## src/rtl/elevator_pkg.sv

```systemverilog
// Shared definitions for the elevator motion controller: state encoding,
// floor counts, request-code constants and small floor-mask helpers.
package elevator_pkg;

    localparam int NUM_FLOORS   = 4;
    localparam int FLOOR_W      = 2;
    localparam int FLOOR_CODE_W = 3;

    // Request code meaning "no request"; codes at or above it are never floors.
    localparam logic [FLOOR_CODE_W-1:0] FLOOR_NONE = 3'b100;

    typedef enum logic [1:0] {
        IDLE      = 2'd0,
        MOVE_UP   = 2'd1,
        MOVE_DOWN = 2'd2,
        DOOR_OPEN = 2'd3
    } state_t;

    // Single-bit mask selecting floor f.
    function automatic logic [NUM_FLOORS-1:0] floor_mask(input logic [FLOOR_W-1:0] f);
        logic [NUM_FLOORS-1:0] m;
        for (int i = 0; i < NUM_FLOORS; i++) begin
            m[i] = (i == int'(f));
        end
        return m;
    endfunction

    // Mask of every floor strictly above f.
    function automatic logic [NUM_FLOORS-1:0] floors_above(input logic [FLOOR_W-1:0] f);
        logic [NUM_FLOORS-1:0] m;
        for (int i = 0; i < NUM_FLOORS; i++) begin
            m[i] = (i > int'(f));
        end
        return m;
    endfunction

    // Mask of every floor strictly below f.
    function automatic logic [NUM_FLOORS-1:0] floors_below(input logic [FLOOR_W-1:0] f);
        logic [NUM_FLOORS-1:0] m;
        for (int i = 0; i < NUM_FLOORS; i++) begin
            m[i] = (i < int'(f));
        end
        return m;
    endfunction

endpackage

```

## src/rtl/cycle_timer.sv

```systemverilog
// Loadable down-counter used for both travel and door dwell timing.
// done is high during the last counted cycle, so a load of N followed by
// N enabled cycles ends with done asserted in the Nth cycle.
module cycle_timer #(
    parameter int WIDTH = 8
) (
    input  logic             clk,
    input  logic             rst_n,
    input  logic             load,
    input  logic [WIDTH-1:0] load_value,
    input  logic             enable,
    output logic             done
);

    logic [WIDTH-1:0] count_reg;

    // Load has priority over counting; counting stops at zero.
    always_ff @(posedge clk) begin
        if (!rst_n) begin
            count_reg <= '0;
        end else if (load) begin
            count_reg <= load_value;
        end else if (enable && (count_reg != '0)) begin
            count_reg <= count_reg - WIDTH'(1);
        end
    end

    assign done = enable && (count_reg == WIDTH'(1));

endmodule

```

## src/rtl/elevator_motion_controller.sv

```systemverilog
// Four-floor elevator motion controller: latches floor requests, moves the
// car one floor per TRAVEL_CYCLES, dwells DOOR_CYCLES with the door open at
// each requested floor and keeps its travel direction while work remains ahead.
// Optional feature macro: DOOR_HOLD_EN adds a door_hold input that keeps the
// door open (dwell timer held at restart) for as long as it is high.
module elevator_motion_controller
    import elevator_pkg::*;
#(
    parameter int TRAVEL_CYCLES = 50,
    parameter int DOOR_CYCLES   = 100
) (
    input  logic                    clk,
    input  logic                    rst_n,
`ifdef DOOR_HOLD_EN
    input  logic                    door_hold,
`endif
    input  logic [FLOOR_CODE_W-1:0] floor_destiny,
    output logic [FLOOR_W-1:0]      current_floor,
    output logic [NUM_FLOORS-1:0]   floor_onehot,
    output logic                    motor_up,
    output logic                    motor_down,
    output logic                    door_open,
    output logic [NUM_FLOORS-1:0]   pending,
    output logic                    busy
);

    localparam int MAX_CYCLES = (TRAVEL_CYCLES > DOOR_CYCLES) ? TRAVEL_CYCLES : DOOR_CYCLES;
    localparam int TIMER_W    = $clog2(MAX_CYCLES + 1);

    state_t                state_reg, state_next;
    logic [FLOOR_W-1:0]    floor_reg, floor_next;
    logic [NUM_FLOORS-1:0] pending_reg, pending_next;
    logic                  dir_up_reg, dir_up_next;

    logic                  hold;
    logic                  timer_load, timer_door, timer_enable, timer_done;
    logic [TIMER_W-1:0]    timer_value;

    logic [NUM_FLOORS-1:0] req_mask, set_mask, clr_mask;
    logic [FLOOR_W-1:0]    step_floor, dec_floor;
    logic                  any_above, any_below, pick_up, pick_down;

`ifdef DOOR_HOLD_EN
    assign hold = door_hold;
`else
    assign hold = 1'b0;
`endif

    // Travel or dwell timer; the door timer freezes (reloads) while held.
    assign timer_enable = (state_reg == MOVE_UP) || (state_reg == MOVE_DOWN) ||
                          ((state_reg == DOOR_OPEN) && !hold);
    assign timer_value  = timer_door ? TIMER_W'(DOOR_CYCLES) : TIMER_W'(TRAVEL_CYCLES);

    cycle_timer #(
        .WIDTH(TIMER_W)
    ) u_timer (
        .clk       (clk),
        .rst_n     (rst_n),
        .load      (timer_load),
        .load_value(timer_value),
        .enable    (timer_enable),
        .done      (timer_done)
    );

    // Next-state, request bookkeeping and timer control.
    always_comb begin
        state_next  = state_reg;
        floor_next  = floor_reg;
        dir_up_next = dir_up_reg;
        timer_load  = 1'b0;
        timer_door  = 1'b0;
        clr_mask    = '0;

        req_mask = (floor_destiny < FLOOR_NONE) ? floor_mask(floor_destiny[FLOOR_W-1:0]) : '0;
        set_mask = req_mask;

        // Floor the car reaches at the end of the current step.
        step_floor = (state_reg == MOVE_UP) ? floor_reg + 2'd1 : floor_reg - 2'd1;

        // Direction choice after a stop or a non-stopping arrival: keep going
        // while work lies ahead, otherwise reverse, otherwise go idle.
        dec_floor = (state_reg == DOOR_OPEN) ? floor_reg : step_floor;
        any_above = |(pending_reg & floors_above(dec_floor));
        any_below = |(pending_reg & floors_below(dec_floor));
        pick_up   = any_above && (dir_up_reg || !any_below);
        pick_down = any_below && !pick_up;

        case (state_reg)
            IDLE: begin
                if (pending_reg[floor_reg] || req_mask[floor_reg]) begin
                    state_next  = DOOR_OPEN;
                    clr_mask    = floor_mask(floor_reg);
                    dir_up_next = 1'b1;
                    timer_load  = 1'b1;
                    timer_door  = 1'b1;
                end else if (|(pending_reg & floors_above(floor_reg))) begin
                    state_next  = MOVE_UP;
                    dir_up_next = 1'b1;
                    timer_load  = 1'b1;
                end else if (|(pending_reg & floors_below(floor_reg))) begin
                    state_next  = MOVE_DOWN;
                    dir_up_next = 1'b0;
                    timer_load  = 1'b1;
                end
            end
            MOVE_UP, MOVE_DOWN: begin
                if (timer_done) begin
                    floor_next = step_floor;
                    timer_load = 1'b1;
                    if (pending_reg[step_floor] || req_mask[step_floor]) begin
                        state_next = DOOR_OPEN;
                        clr_mask   = floor_mask(step_floor);
                        timer_door = 1'b1;
                    end else if (pick_up) begin
                        state_next  = MOVE_UP;
                        dir_up_next = 1'b1;
                    end else if (pick_down) begin
                        state_next  = MOVE_DOWN;
                        dir_up_next = 1'b0;
                    end else begin
                        state_next = IDLE;
                        timer_load = 1'b0;
                    end
                end
            end
            DOOR_OPEN: begin
                // A call for the floor we are already serving is simply absorbed.
                set_mask = req_mask & ~floor_mask(floor_reg);
                if (hold) begin
                    timer_load = 1'b1;
                    timer_door = 1'b1;
                end else if (timer_done) begin
                    if (pick_up) begin
                        state_next  = MOVE_UP;
                        dir_up_next = 1'b1;
                        timer_load  = 1'b1;
                    end else if (pick_down) begin
                        state_next  = MOVE_DOWN;
                        dir_up_next = 1'b0;
                        timer_load  = 1'b1;
                    end else begin
                        state_next = IDLE;
                    end
                end
            end
            default: state_next = IDLE;
        endcase

        // A clear for the floor being served wins over a same-cycle request.
        pending_next = (pending_reg | set_mask) & ~clr_mask;
    end

    // Controller state registers.
    always_ff @(posedge clk) begin
        if (!rst_n) begin
            state_reg   <= IDLE;
            floor_reg   <= '0;
            pending_reg <= '0;
            dir_up_reg  <= 1'b1;
        end else begin
            state_reg   <= state_next;
            floor_reg   <= floor_next;
            pending_reg <= pending_next;
            dir_up_reg  <= dir_up_next;
        end
    end

    // Indicator LEDs decoded straight from the registered floor.
    for (genvar gi = 0; gi < NUM_FLOORS; gi++) begin : g_onehot
        assign floor_onehot[gi] = (floor_reg == FLOOR_W'(gi));
    end

    assign current_floor = floor_reg;
    assign pending       = pending_reg;
    assign motor_up      = (state_reg == MOVE_UP);
    assign motor_down    = (state_reg == MOVE_DOWN);
    assign door_open     = (state_reg == DOOR_OPEN);
    assign busy          = (state_reg != IDLE);

endmodule

```

## config.mk

```make
export PLATFORM = sky130hd
export DESIGN_NAME = elevator_motion_controller
export DESIGN_NICKNAME = d
export VERILOG_FILES = /design/src/rtl/elevator_pkg.sv /design/src/rtl/cycle_timer.sv /design/src/rtl/elevator_motion_controller.sv
export SDC_FILE = /design/constraint.sdc
export NUM_CORES = 1
export LEC_CHECK = 0
export ABC_AREA = 1
export ABC_CLOCK_PERIOD_IN_PS = 2900
export CORE_UTILIZATION = 55
export DETAILED_ROUTE_END_ITERATION = 7
export PLACE_DENSITY = 0.79
export REMOVE_ABC_BUFFERS = 1
export SYNTH_ARGS = -nofsm -noshare
export SYNTH_HDL_FRONTEND = slang
export SYNTH_HIERARCHICAL = 1
export SYNTH_SLANG_ARGS = --single-unit
```

## constraint.sdc

```tcl
create_clock -name clk -period 2.9 [get_ports clk]
set_input_delay 0.29 -clock clk [delete_from_list [all_inputs] [get_ports clk]]
set_output_delay 0.29 -clock clk [all_outputs]
set_load 0.02 [all_outputs]
```

Word level (Yosys, flattened, before mapping) --
Cells that the tools add are included.
Storage, ports and cells: register bits 16, output and inout bits 14, logic and storage cells 129
Operators by class: add/sub/neg operators 3, order comparisons 15, equality and inequality tests 20, muxes and demuxes 50, bitwise logic cells 9, reduce and logical (&&, ||, !) cells 27
Operators by type and width (count):
- $mux W1 | 23
- $mux W7 | 3
- $mux W2 | 10
- $mux W4 | 5
- $and A4 B4 Y4 | 4
- $reduce_or A4 Y1 | 4
- $eq A2 B2 Y1 const A | 6
- $logic_not A2 Y1 | 5
- $pmux W1 S3 | 3
- $and A4 B3 Y4 | 2
- $bmux W1 S2 | 4
- $eq A2 B2 Y1 const B | 4
- $gt A2 B2 Y1 const A | 4
- $lt A1 B2 Y1 const A | 4
- $not A4 Y4 | 2
- $pmux W4 S2 | 1
- $eq A7 B1 Y1 const B | 1
- $reduce_bool A7 Y1 | 1
- $sub A7 B1 Y7 const B | 1
- $eq A1 B2 Y1 const A | 3
- $lt A2 B3 Y1 const B | 2
- $pmux W2 S3 | 1
- $logic_or A1 B1 Y1 | 5
- $eq A2 B1 Y1 const B | 2
- 16 further kinds | 24

Longest topological paths before layout --
Gate-level depths: netlist (run 1).
word-level depth 17, gate-level depth with buffers 19, mapped depth without buffers 18

By module --
The synthesis (run 1) kept the hierarchy.
Modules (own cells, without submodules):
- elevator_motion_controller | times used 1, cells each 183, area an instance 1079.8 um^2, sequential area each 180.2 um^2
- cycle_timer | times used 1, cells each 88, area an instance 529.3 um^2, sequential area each 140.1 um^2

Least setup slack after synthesis (run 1) --
No wires, ideal clock.
kind register to register, start register floor_reg[0], in the netlist current_floor[0], end register u_timer.count_reg[4], library setup time 117 ps, arrival 2518 ps, data required time 2783 ps, setup slack 265 ps, stages on the path, launching flop included 20, clock period less this slack 2635 ps, cells stage by stage dfxtp_1 -> inv_2 -> ha_1 -> inv_1 -> nand2_1 -> nand2_1 -> inv_1 -> nor2_1 -> nand3_2 -> nand3_1 -> nand2_1 -> o21ai_0 -> a21boi_1 -> buf_4 -> inv_1 -> nand2_1 -> o22ai_1 -> nand2_1 -> inv_1 -> nor2_1
On the way: cells in the longest elaborated chain, start to end 17
Ends and longest elaborated chain:
- start, declared | line elevator_motion_controller.sv:31 | logic [FLOOR_W-1:0] floor_reg, floor_next;
- start signal, assigned | line elevator_motion_controller.sv:162 | floor_reg <= floor_next;
- $sub A2 B1 Y2 / $add A2 B1 Y2 (equally long branches) | line elevator_motion_controller.sv:78 | step_floor = (state_reg == MOVE_UP) ? floor_reg + 2'd1 : floor_reg - 2'd1;
- $mux W2 | line elevator_motion_controller.sv:78
- $mux W2 | line elevator_motion_controller.sv:82 | dec_floor = (state_reg == DOOR_OPEN) ? floor_reg : step_floor;
- $lt A1 B2 Y1 / $lt A2 B2 Y1 (equally long branches) | line elevator_pkg.sv:41 | m[i] = (i < int'(f));
- $and A4 B3 Y4 | line elevator_motion_controller.sv:84 | any_below = |(pending_reg & floors_below(dec_floor));
- $reduce_or A4 Y1 | line elevator_motion_controller.sv:84
- $logic_not A1 Y1 | line elevator_motion_controller.sv:85 | pick_up = any_above && (dir_up_reg || !any_below);
- $logic_or A1 B1 Y1 | line elevator_motion_controller.sv:85
- [... 2 more ...]
- $logic_and A1 B1 Y1 | line elevator_motion_controller.sv:86 | pick_down = any_below && !pick_up;
- $mux W1 | line elevator_motion_controller.sv:117, elevator_motion_controller.sv:137
- $mux W1 | line elevator_motion_controller.sv:133 | if (pick_up) begin
- $mux W1 | line elevator_motion_controller.sv:110 | if (pending_reg[step_floor] || req_mask[step_floor]) begin
- $mux W1 | line elevator_motion_controller.sv:107 | if (timer_done) begin
- $pmux W1 S3 (*) | line elevator_motion_controller.sv:88 | case (state_reg)
- named net timer_load | line elevator_motion_controller.sv:36 | logic timer_load, timer_door, timer_enable, timer_done;
- $mux W7 / $reduce_bool A2 Y1 (equally long branches)
- end signal, assigned | line cycle_timer.sv:22 | count_reg <= load_value;
- end signal, assigned | line cycle_timer.sv:24 | count_reg <= count_reg - WIDTH'(1);
- end, declared | line cycle_timer.sv:15 | logic [WIDTH-1:0] count_reg;
The timed path passes the listed nets; every way through them passes the cells marked *. The select of a mux whose other input is x is not followed. A chain may end at the register's enable or synchronous reset.

Worst setup path in the final report (run 1) --
start register floor_reg[1], in the netlist current_floor[1], end register u_timer.count_reg[0]
The elaborated chain is that of the path after synthesis.

==> results.toml, run 1 <==
[run_status]
status = "complete, no violations"

[sta]
hold_viol = 0
final.setup.worst_slack_ns = 0.3609
slew_violations = 0
clock_skew_ns = 0.001944
fin_crit_ns = 2.539
fmax_mhz = 393.8
holdWs_ns = 0.5175
tns_ns = 0
rsz0062_at_grt = "no"
setup_viol = 0
min_period_over_period = 0.8755

[final_layout]
syn_to_final_growth_pct = 17.19
final_core_util = 0.6838
layout-drive-gt1-share = 0.1288
layout.nets = 315
design_area_um2 = 1886
antenna_cells = 0
largest_reg_flops = 7
fillers = 261
stdcell_count = 326

[cts]
tritoncts = "built"
postCtsSetupBuffers = 0
clock-root-buffer = "clkbuf_4"
clkTransAtPathRegs_ns = 0.11
cts_sinks = 16
cts_buffer_depth = 2
clkLatencyLatePin_ns = 0.30
cts_hold_buf = 0
numCtsBuffers = 3
h-tree-depth = 1

[routing]
drt-total-wl_um = 4057
drtIter0Drc = 86
drtPass1Iterations = 5
vias = 1790
postRouteAntennaNets = 0
drc = 0
wire_per_inst_um = 12.44
post_drt_via_cell_ratio = 5.491

[grt]
grt_usage = 0.2801
antenna_found_initial = 0
grt_pass1_wl_um = 6934
grt_max_degree = 13
first_global_vias = 1501
overflow = 0

[worst_setup_path]
worstSetupEndpointType = "flip-flop"
cp_max_fo = 8
reg2reg_depth = 16
crit_buf_inv = 4
cp_slowest_cell = "dfxtp_2"
start_kind = "flip-flop"
crit_chain = "inv_1 -> ha_1 -> inv_1 -> nand2_1 -> nand2_2 -> inv_1 -> nor2_1 -> nand3_2 -> nand3_1 -> nand2_1 -> o21ai_0 -> a21boi_2 -> buf_4 -> o21ai_0 -> nand2_1 -> a21oi_1"
timing.rr.start = "current_floor[1]$_SDFFE_PN0P_"
slowest_delay_ns = 0.43
r2r-end = "u_timer/count_reg[0]$_SDFFE_PN0P_"
critPathArrivalTime_ns = 2.78
required_ns = 3.14
worst-r2r-setup-slack_ns = 0.36
critPathTopFamily = "simple AND/OR/NAND/NOR gates"
path_class = "flip-flop to flip-flop"

[synth]
ys_types = 30
yosys-top-cells-area = "dfxtp_1 (20%), nand2_1 (19%), ha_1 (11%), inv_1 (9.1%), nand3_1 (8.1%)"
async_reset_ff_frac = 0
yosys_warnings = 6
synth_edf_count = 0
synth_area_leader_cell = "dfxtp_1"
synth_area_um2 = 1609
syn-mean-instance-area_um2 = 5.937
synth.top_cell.area_share = 0.1991
synth_ff_type = "dfxtp_1"
ys_seq_elements = 16
seq_area_frac_synth = 0.1991
syn_inst = 271

[hold_path]
holdCritStartpoint = "dir_up_reg$_SDFFE_PN1P_"
hold_depth = 2
hp-class = "flip-flop to flip-flop"
min_delay_worst_endpoint = "dir_up_reg$_SDFFE_PN1P_"

[floorplan]
die_x_um = 56.09
initial_core_util = 0.5835
die_h_um = 56.09
rows = 19
coreArea_um2 = 2758
ios = 19
fp.dieArea_um2 = 3146

[power]
power_density_nw_per_um2 = 827.8
p_leak_nw = 0.9850
power_mw = 1.561
ir_drop_mv = 0.7560

[placed_design]
pre_cts_slack_ns = 0.1394
dp_cells = 322
portBuffers = 18
dp_hpwl_um = 3080
place_congestion = 1.004
dpl-instance-area_um2 = 1842

[run]
cap_violations = 0
final cells by class:
class                   instances  area (um^2)  share of cell area
clock buffers                   4        36.28             0.01924
multi-input cells             208         1107              0.5873
flip-flops and latches         16        321.6              0.1705
inverters                      46        178.9             0.09489
well taps                      31        38.79             0.02057
repair buffers                 21        202.7              0.1075
Yosys cell counts, types with 2 or more instances:
master    instances
nor2_2            4
ha_1             14
inv_2             5
inv_1            39
conb_1            2
a21oi_1          15
nand3_1          26
nor2_1           24
nand4_1           2
nand2_1          80
nand3_2           3
nor3_1            2
nand2_4           2
o21ai_0          16
nand2_2           6
a21boi_1          2
dfxtp_1          16
placed cells by master, fill, tap and decap left out, types with 4 or more instances in the layout:
| cell | count |
|---|---|
| clkdlybuf4s50_1 | 18 |
| nand2_1 | 79 |
| nand3_1 | 26 |
| inv_1 | 38 |
| nor2_1 | 24 |
| a21oi_1 | 15 |
| nand2_2 | 7 |
| inv_2 | 6 |
| o21ai_0 | 16 |
| dfxtp_1 | 15 |
| nor2_2 | 4 |
| ha_1 | 14 |
worst min-delay path, stage by stage (launching register included):
cell and delay, ns:
dfxtp_1 0.37, a21boi_1 0.07, nand2_1 0.06
cells by family (layout without fill, tap and decap cells):
logic type      after synthesis  after routing  synth area share
fa+ha+maj                    14             14            0.1089
other cells                   2              3          0.004667
xor+xnor                      1              1          0.005444
compound gates               38             38            0.1314
flops                        16             16            0.1991
simple gates                152            152            0.4316
buf+inv                      48             71            0.1190
worst max path at each step:
| stage | start | end | slack [ns] | cells after the start |
|---|---|---|---|---|
| floorplan | current_floor[0]$_SDFFE_PN0P_ | u_timer/count_reg[1]$_SDFFE_PN0P_ | 0.17 | 17 |
| global placement | current_floor[1]$_SDFFE_PN0P_ | u_timer/count_reg[4]$_SDFFE_PN0P_ | 0.17 | 16 |
| detailed placement | current_floor[1]$_SDFFE_PN0P_ | u_timer/count_reg[1]$_SDFFE_PN0P_ | 0.14 | 17 |
| CTS | current_floor[1]$_SDFFE_PN0P_ | u_timer/count_reg[1]$_SDFFE_PN0P_ | 0.08 | 17 |
| global route | current_floor[1]$_SDFFE_PN0P_ | u_timer/count_reg[1]$_SDFFE_PN0P_ | 0.04 | 16 |
| finish | current_floor[1]$_SDFFE_PN0P_ | u_timer/count_reg[0]$_SDFFE_PN0P_ | 0.36 | 16 |
repair_timing:
action,CTS,global route
endpoints found under the hold margin,0,0
gates resized for setup,0,4
setup endpoints to repair,0,7
report_power, final:
group | internal, mW | switching [mW]
clock | 0.0767 | 0.0861
combinational | 0.380 | 0.681
sequential | 0.277 | 0.0598
metal layers:
layer  track usage  vias to the layer above  wire length [um]
li1              -                      903                 -
met1        0.4149                      798              1946
met2        0.4014                       83              1691
met3       0.04651                        6               364
met4        0.1080                        0                55
met5             0                        -                 0
Note: power is estimated with default switching activity, not from simulation.
==> run 2: changes to the inputs <==
- ABC_CLOCK_PERIOD_IN_PS: 2900 -> unset
==> results of run 2 <==
No change in the layout: final DEF, timing and power equal those of run 1.
==> run 3: changes to the inputs <==
- CORE_UTILIZATION: 55 -> 25
- PLACE_DENSITY: 0.79 -> unset
==> results.toml, run 3 (same netlist as run 1, synthesis figures left out) <==
[cts]
cts_buffer_depth = 2
clock-root-buffer = "clkbuf_8"
h-tree-depth = 1
numCtsBuffers = 3
cts_hold_buf = 0
cts_sinks = 16
postCtsSetupBuffers = 0
clkTransAtPathRegs_ns = 0.07
cts_resized = 0
clkLatencyLatePin_ns = 0.26
tritoncts = "built"

[worst_setup_path]
start_kind = "flip-flop"
critPathArrivalTime_ns = 2.69
worstSetupEndpointType = "flip-flop"
worst-r2r-setup-slack_ns = 0.37
cp_max_fo = 8
cp_slowest_cell = "dfxtp_1"
reg2reg_depth = 16
timing.rr.start = "current_floor[1]$_SDFFE_PN0P_"
required_ns = 3.05
crit_chain = "inv_1 -> ha_1 -> inv_1 -> nand2_1 -> nand2_1 -> inv_1 -> nor2_1 -> nand3_2 -> nand3_1 -> nand2_1 -> o21ai_0 -> a21boi_1 -> inv_1 -> nand2_4 -> o21ai_0 -> nor2_1"
slowest_delay_ns = 0.46
path_class = "flip-flop to flip-flop"
r2r-end = "u_timer/count_reg[4]$_SDFFE_PN0P_"
crit_top_cell = "inv_1"

[final_layout]
antenna_cells = 0
largest_reg_flops = 7
multi_input_area_um2 = 1101
layout_commonest_cell = "nand2_1"
layout.nets = 315
syn_to_final_growth_pct = 21.31
regArea_um2 = 320.3
fillers = 662
layout-drive-gt1-share = 0.1153
final_cell_mix = "nand2_1 (80), inv_1 (39), nand3_1 (26)"
stdcell_count = 370

[grt]
overflow = 0
first_global_vias = 1584
grt_max_degree = 13
antenna_found_initial = 0
grt_pass1_wl_um = 7017
grt_usage = 0.1365

[floorplan]
rows = 28
fp.dieArea_um2 = 6761
initial_core_util = 0.2655
die_x_um = 82.23
coreArea_um2 = 6061
die_h_um = 82.23
ios = 19

[sta]
rsz0062_at_grt = "no"
min_period_over_period = 0.8730
hold_viol = 0
tns_ns = 0
final.setup.worst_slack_ns = 0.3683
fmax_mhz = 395.0
fin_crit_ns = 2.532
slew_violations = 0
clock_skew_ns = 0.002969
setup_viol = 0

[routing]
drt-total-wl_um = 4139
post_drt_via_cell_ratio = 4.616
wire_per_inst_um = 11.19
vias = 1708
drc = 0
postRouteAntennaNets = 0
drtPass1Iterations = 4
drtIter0Drc = 121

[hold_path]
hp-class = "flip-flop to flip-flop"
hold_depth = 2
min_delay_worst_endpoint = "dir_up_reg$_SDFFE_PN1P_"
holdCritStartpoint = "dir_up_reg$_SDFFE_PN1P_"

[placed_design]
place_congestion = 0.9092
dp_cells = 366
dp_hpwl_um = 3347
portBuffers = 18
pre_cts_slack_ns = 0.3849

[power]
power_mw = 1.581
ir_drop_mv = 0.4304
power_density_nw_per_um2 = 809.8
p_leak_nw = 0.9922

[run]
cap_violations = 0

[run_status]
status = "complete, no violations"
==> run 3: cell types whose count changed in the layout (fill, tap and decap cells not counted) <==
cell / change
a21boi_2: -1
dfxtp_1: +1
nand2_1: +1
a21boi_1: +1
clkbuf_4: -3
clkbuf_8: +3
nand2_2: -1
inv_1: +1
dfxtp_2: -1
inv_2: -1
==> run 3: where the power goes <==
part | switching (mW) | internal, mW | total (mW)
logic | 0.657 | 0.378 | 1.04
registers | 0.0595 | 0.277 | 0.336
clock network | 0.0886 | 0.121 | 0.209
==> run 3: worst max path at each step <==
stage / cells past startpoint / endpoint / slack, ns / from
2_1_floorplan: 17 / u_timer/count_reg[1]$_SDFFE_PN0P_ / 0.17 / current_floor[0]$_SDFFE_PN0P_
4_1_cts: 16 / u_timer/count_reg[4]$_SDFFE_PN0P_ / 0.38 / current_floor[1]$_SDFFE_PN0P_
3_3_place_gp: 16 / u_timer/count_reg[1]$_SDFFE_PN0P_ / 0.47 / current_floor[1]$_SDFFE_PN0P_
5_1_grt: 16 / u_timer/count_reg[1]$_SDFFE_PN0P_ / 0.05 / current_floor[1]$_SDFFE_PN0P_
3_5_place_dp: 16 / u_timer/count_reg[4]$_SDFFE_PN0P_ / 0.38 / current_floor[1]$_SDFFE_PN0P_
6_report: 16 / u_timer/count_reg[4]$_SDFFE_PN0P_ / 0.37 / current_floor[1]$_SDFFE_PN0P_
==> run 3: per-layer routing <==
layer  vias up  part of all wire  global-route usage
met5         -                 0                   0
met1       752              0.45              0.1651
met2        50              0.47              0.2339
li1        897                 -                   -
met3         9             0.050             0.02418
met4         0             0.023             0.06140
==> run 3: final cells by class <==
type | count | area share
repair buffers | 21 | 0.1038
multi-input cells | 208 | 0.5641
inverters | 46 | 0.09167
well taps | 75 | 0.04808
flip-flops and latches | 16 | 0.1641
clock buffers | 4 | 0.02821
==> run 3: through the flow <==
| stage | hold WS, ns | utilization | cell area (um^2) |
|---|---|---|---|
| 2_1_floorplan | 0.4128 | - | 1600 |
| 3_3_place_gp | 0.4943 | 0.3130 | 1897 |
| 3_5_place_dp | 0.5003 | 0.3130 | 1897 |
| 4_1_cts | 0.5184 | 0.3220 | 1952 |
| 5_1_grt | 0.5650 | 0.3220 | 1952 |
| 6_report | 0.5134 | 0.3220 | 1952 |
==> run 3: critical path: cells and delay by family, from the launching register on <==
kind | cells | cell delay, ns
AOI/OAI and AO/OA | 3 | 0.41
adders and majority gates | 1 | 0.32
buffers and inverters | 4 | 0.52
DFF | 1 | 0.46
and+or+nand+nor | 8 | 0.72
==> RTL change (flow settings as in run 1) <==
The 4 states of `state_t` get a one-hot encoding in 4 bits.
--- a/src/rtl/elevator_pkg.sv
+++ b/src/rtl/elevator_pkg.sv
@@ -11,7 +11,7 @@
 
-    typedef enum logic [1:0] {
-        IDLE      = 2'd0,
-        MOVE_UP   = 2'd1,
-        MOVE_DOWN = 2'd2,
-        DOOR_OPEN = 2'd3
+    typedef enum logic [3:0] {
+        IDLE      = 4'b0001,
+        MOVE_UP   = 4'b0010,
+        MOVE_DOWN = 4'b0100,
+        DOOR_OPEN = 4'b1000
     } state_t;
Check against the original RTL: same outputs for any inputs over 10 cycles, from zero or initial values and one cycle with rst_n low; not proved beyond that.
==> RTL change against run 1 <==
- the run now ends with design-rule violations left
- routed wire length up 0.76%
- sequential power increased by 6%
- sequential share of layout area is 1.5 points higher
- global-route usage is 1.1 points lower
- non-clock buffer count stayed put
- critical path type unchanged
- sequential cell count up 2
- worst hold slack worse by 0.0070 ns
- power down 17%
- synthesized area up 6.0%
- setup slack better by 0.0080 ns
- cell area increased by 3.3%
- clock skew barely moved
- count of clock-buffer cells in the layout fell by 1
==> RTL change: results (changes against run 1) <==
Max reg flops: 7 (unchanged)
Largest net degree at the start of global routing: 14 (was 13)
Synth cell count leaders: nand2_1 (63), inv_1 (41), nor2_1 (26) (was nand2_1 (80), inv_1 (39), nand3_1 (26))
Top post-synthesis cells by area: dfxtp_1 (21%), nand2_1 (14%), inv_1 (9.0%), nand3_1 (6.7%), ha_1 (6.6%) (was dfxtp_1 (20%), nand2_1 (19%), ha_1 (11%), inv_1 (9.1%), nand3_1 (8.1%))
Layout cell share with drive strength beyond 1: 0.1781 (was 0.1288)
LEAKAGE: 0.9738 nW (was 0.9850 nW)
GPL Wtd Cong: 0.9224 (was 1.004)
Largest stage delay, worst path: 0.38 ns (was 0.43 ns)
Worst hold slack: 0.5105 ns (was 0.5175 ns)
Fillcell total: 267 (was 261)
Sequential share of the synthesized area: 0.2113 (was 0.1991)
NumNets Final: 308 (was 315)
WL per Instance: 12.66 um (was 12.44 um)
Post-synthesis instance total: 270 (was 271)
Critical path peak fanout: 10 (was 8)
Number of distinct library cells after synthesis: 35 (was 30)
Clock Latency Late Sink: 0.29 ns
H-tree depth: 1 (unchanged)
Violated checks: design-rule violations
Vias in the first global route: 1600 (was 1501)
IR Drop Worst-Case VDD: 0.6415 mV (was 0.7560 mV)
Warning count from the yosys run: 6 (unchanged)
Root Buffer: clkbuf_4 (unchanged)
Run status: finished, violations left (was complete, no violations)
Hpwl dp: 3263 um (was 3080 um)
Tightest Hold Check Type: reg -> reg (unchanged)
1st-iter DRT viols: 77 (was 86)
CP top delay family: simple AND/OR/NAND/NOR gates (unchanged)
Clk_skew: 0.002132 ns (was 0.001944 ns)
First-pass GRT wire length: 6982 um (was 6934 um)
Residual DRC: 2 (was 0)
Worst-case clock buffer depth: 2 (unchanged)
Drt pass-1 iters: 6 (was 5)
Vias per inst: 5.303 (was 5.491)
Crit-path slowest cell: dfxtp_1 (was dfxtp_2)
Placed Instances: 320 (was 322)
Data arrival time of the worst path: 2.73 ns (was 2.78 ns)
GRT Total Usage: 0.2695 (was 0.2801)
Total vias in the final route: 1713 (was 1790)
Initial antenna violation count: 0 (unchanged)
-- RTL change: cell count changes in the layout (fill, tap and decap cells not counted), moves of 3 or more --
cell     change
a21oi_1      -7
dfxtp_1      +3
ha_1         -5
inv_1        +3
nand2_1     -16
nand2_2      +8
nand3_1      -3
nand3_2      +4
nand4_1      +3
nor2_4       +5
o21ai_0      -5
-- RTL change: worst paths after layout --
kind,startpoint,end,depth (start not counted)
hold reg to reg,state_reg[1]$_SDFFE_PN0P_,state_reg[1]$_SDFFE_PN0P_,2
hold / removal,state_reg[1]$_SDFFE_PN0P_,state_reg[1]$_SDFFE_PN0P_,2
setup / recovery,state_reg[3]$_SDFFE_PN0P_,u_timer/count_reg[4]$_SDFFE_PN0P_,18
setup reg to reg,state_reg[3]$_SDFFE_PN0P_,u_timer/count_reg[4]$_SDFFE_PN0P_,18
-- RTL change: worst min-delay path: stages, from the launching register on --
cell and delay, ns:
dfxtp_1 0.35, nand2_1 0.07, a21oi_1 0.06
-- RTL change: layout make-up --
| type | instances | area [um^2] | share of cell area |
|---|---|---|---|
| inverter | 48 | 181.4 | 0.09319 |
| sequential | 18 | 360.3 | 0.1851 |
| clock buffer | 3 | 22.52 | 0.01157 |
| timing repair buffer | 21 | 202.7 | 0.1041 |
| multi-input combinational | 202 | 1141 | 0.5861 |
| tap | 31 | 38.79 | 0.01992 |
-- RTL change: power breakdown --
group / leakage (nW) / internal [mW] / switching (mW)
clock network: 0.0138 / 0.0483 / 0.0761
registers: 0.148 / 0.301 / 0.0540
logic: 0.812 / 0.290 / 0.527
total: 0.974 / 0.639 / 0.657
-- RTL change: through the flow --
step                      area, um^2  setup WS [ns]
after floorplan                 1683         0.1862
after global placement          1924         0.3033
after detailed placement        1924         0.2644
after CTS                       1947         0.3742
after global routing            1947        0.08340
final                           1947         0.3689
-- RTL change: routing by layer --
metal  track usage  share of wire  up-vias
met5             0              0        -
met4       0.08163         0.0083        0
met3       0.05804          0.060        6
met2        0.4369           0.46       49
met1        0.3616           0.47      759
li1              -              -      899
-- RTL change: cells by family (layout without fill, tap and decap cells) --
logic type / Yosys count / after routing / share of synthesized area
AND/OR/NAND/NOR: 155 / 155 / 0.4586
buffers and inverters: 51 / 72 / 0.1218
XOR/XNOR: 1 / 1 / 0.005137
flip-flops: 18 / 18 / 0.2113
other: 2 / 3 / 0.004404
multiplexers: 1 / 1 / 0.005870
adder cells (fa/ha/maj): 9 / 9 / 0.06603
AO/OA/AOI/OAI: 33 / 33 / 0.1269
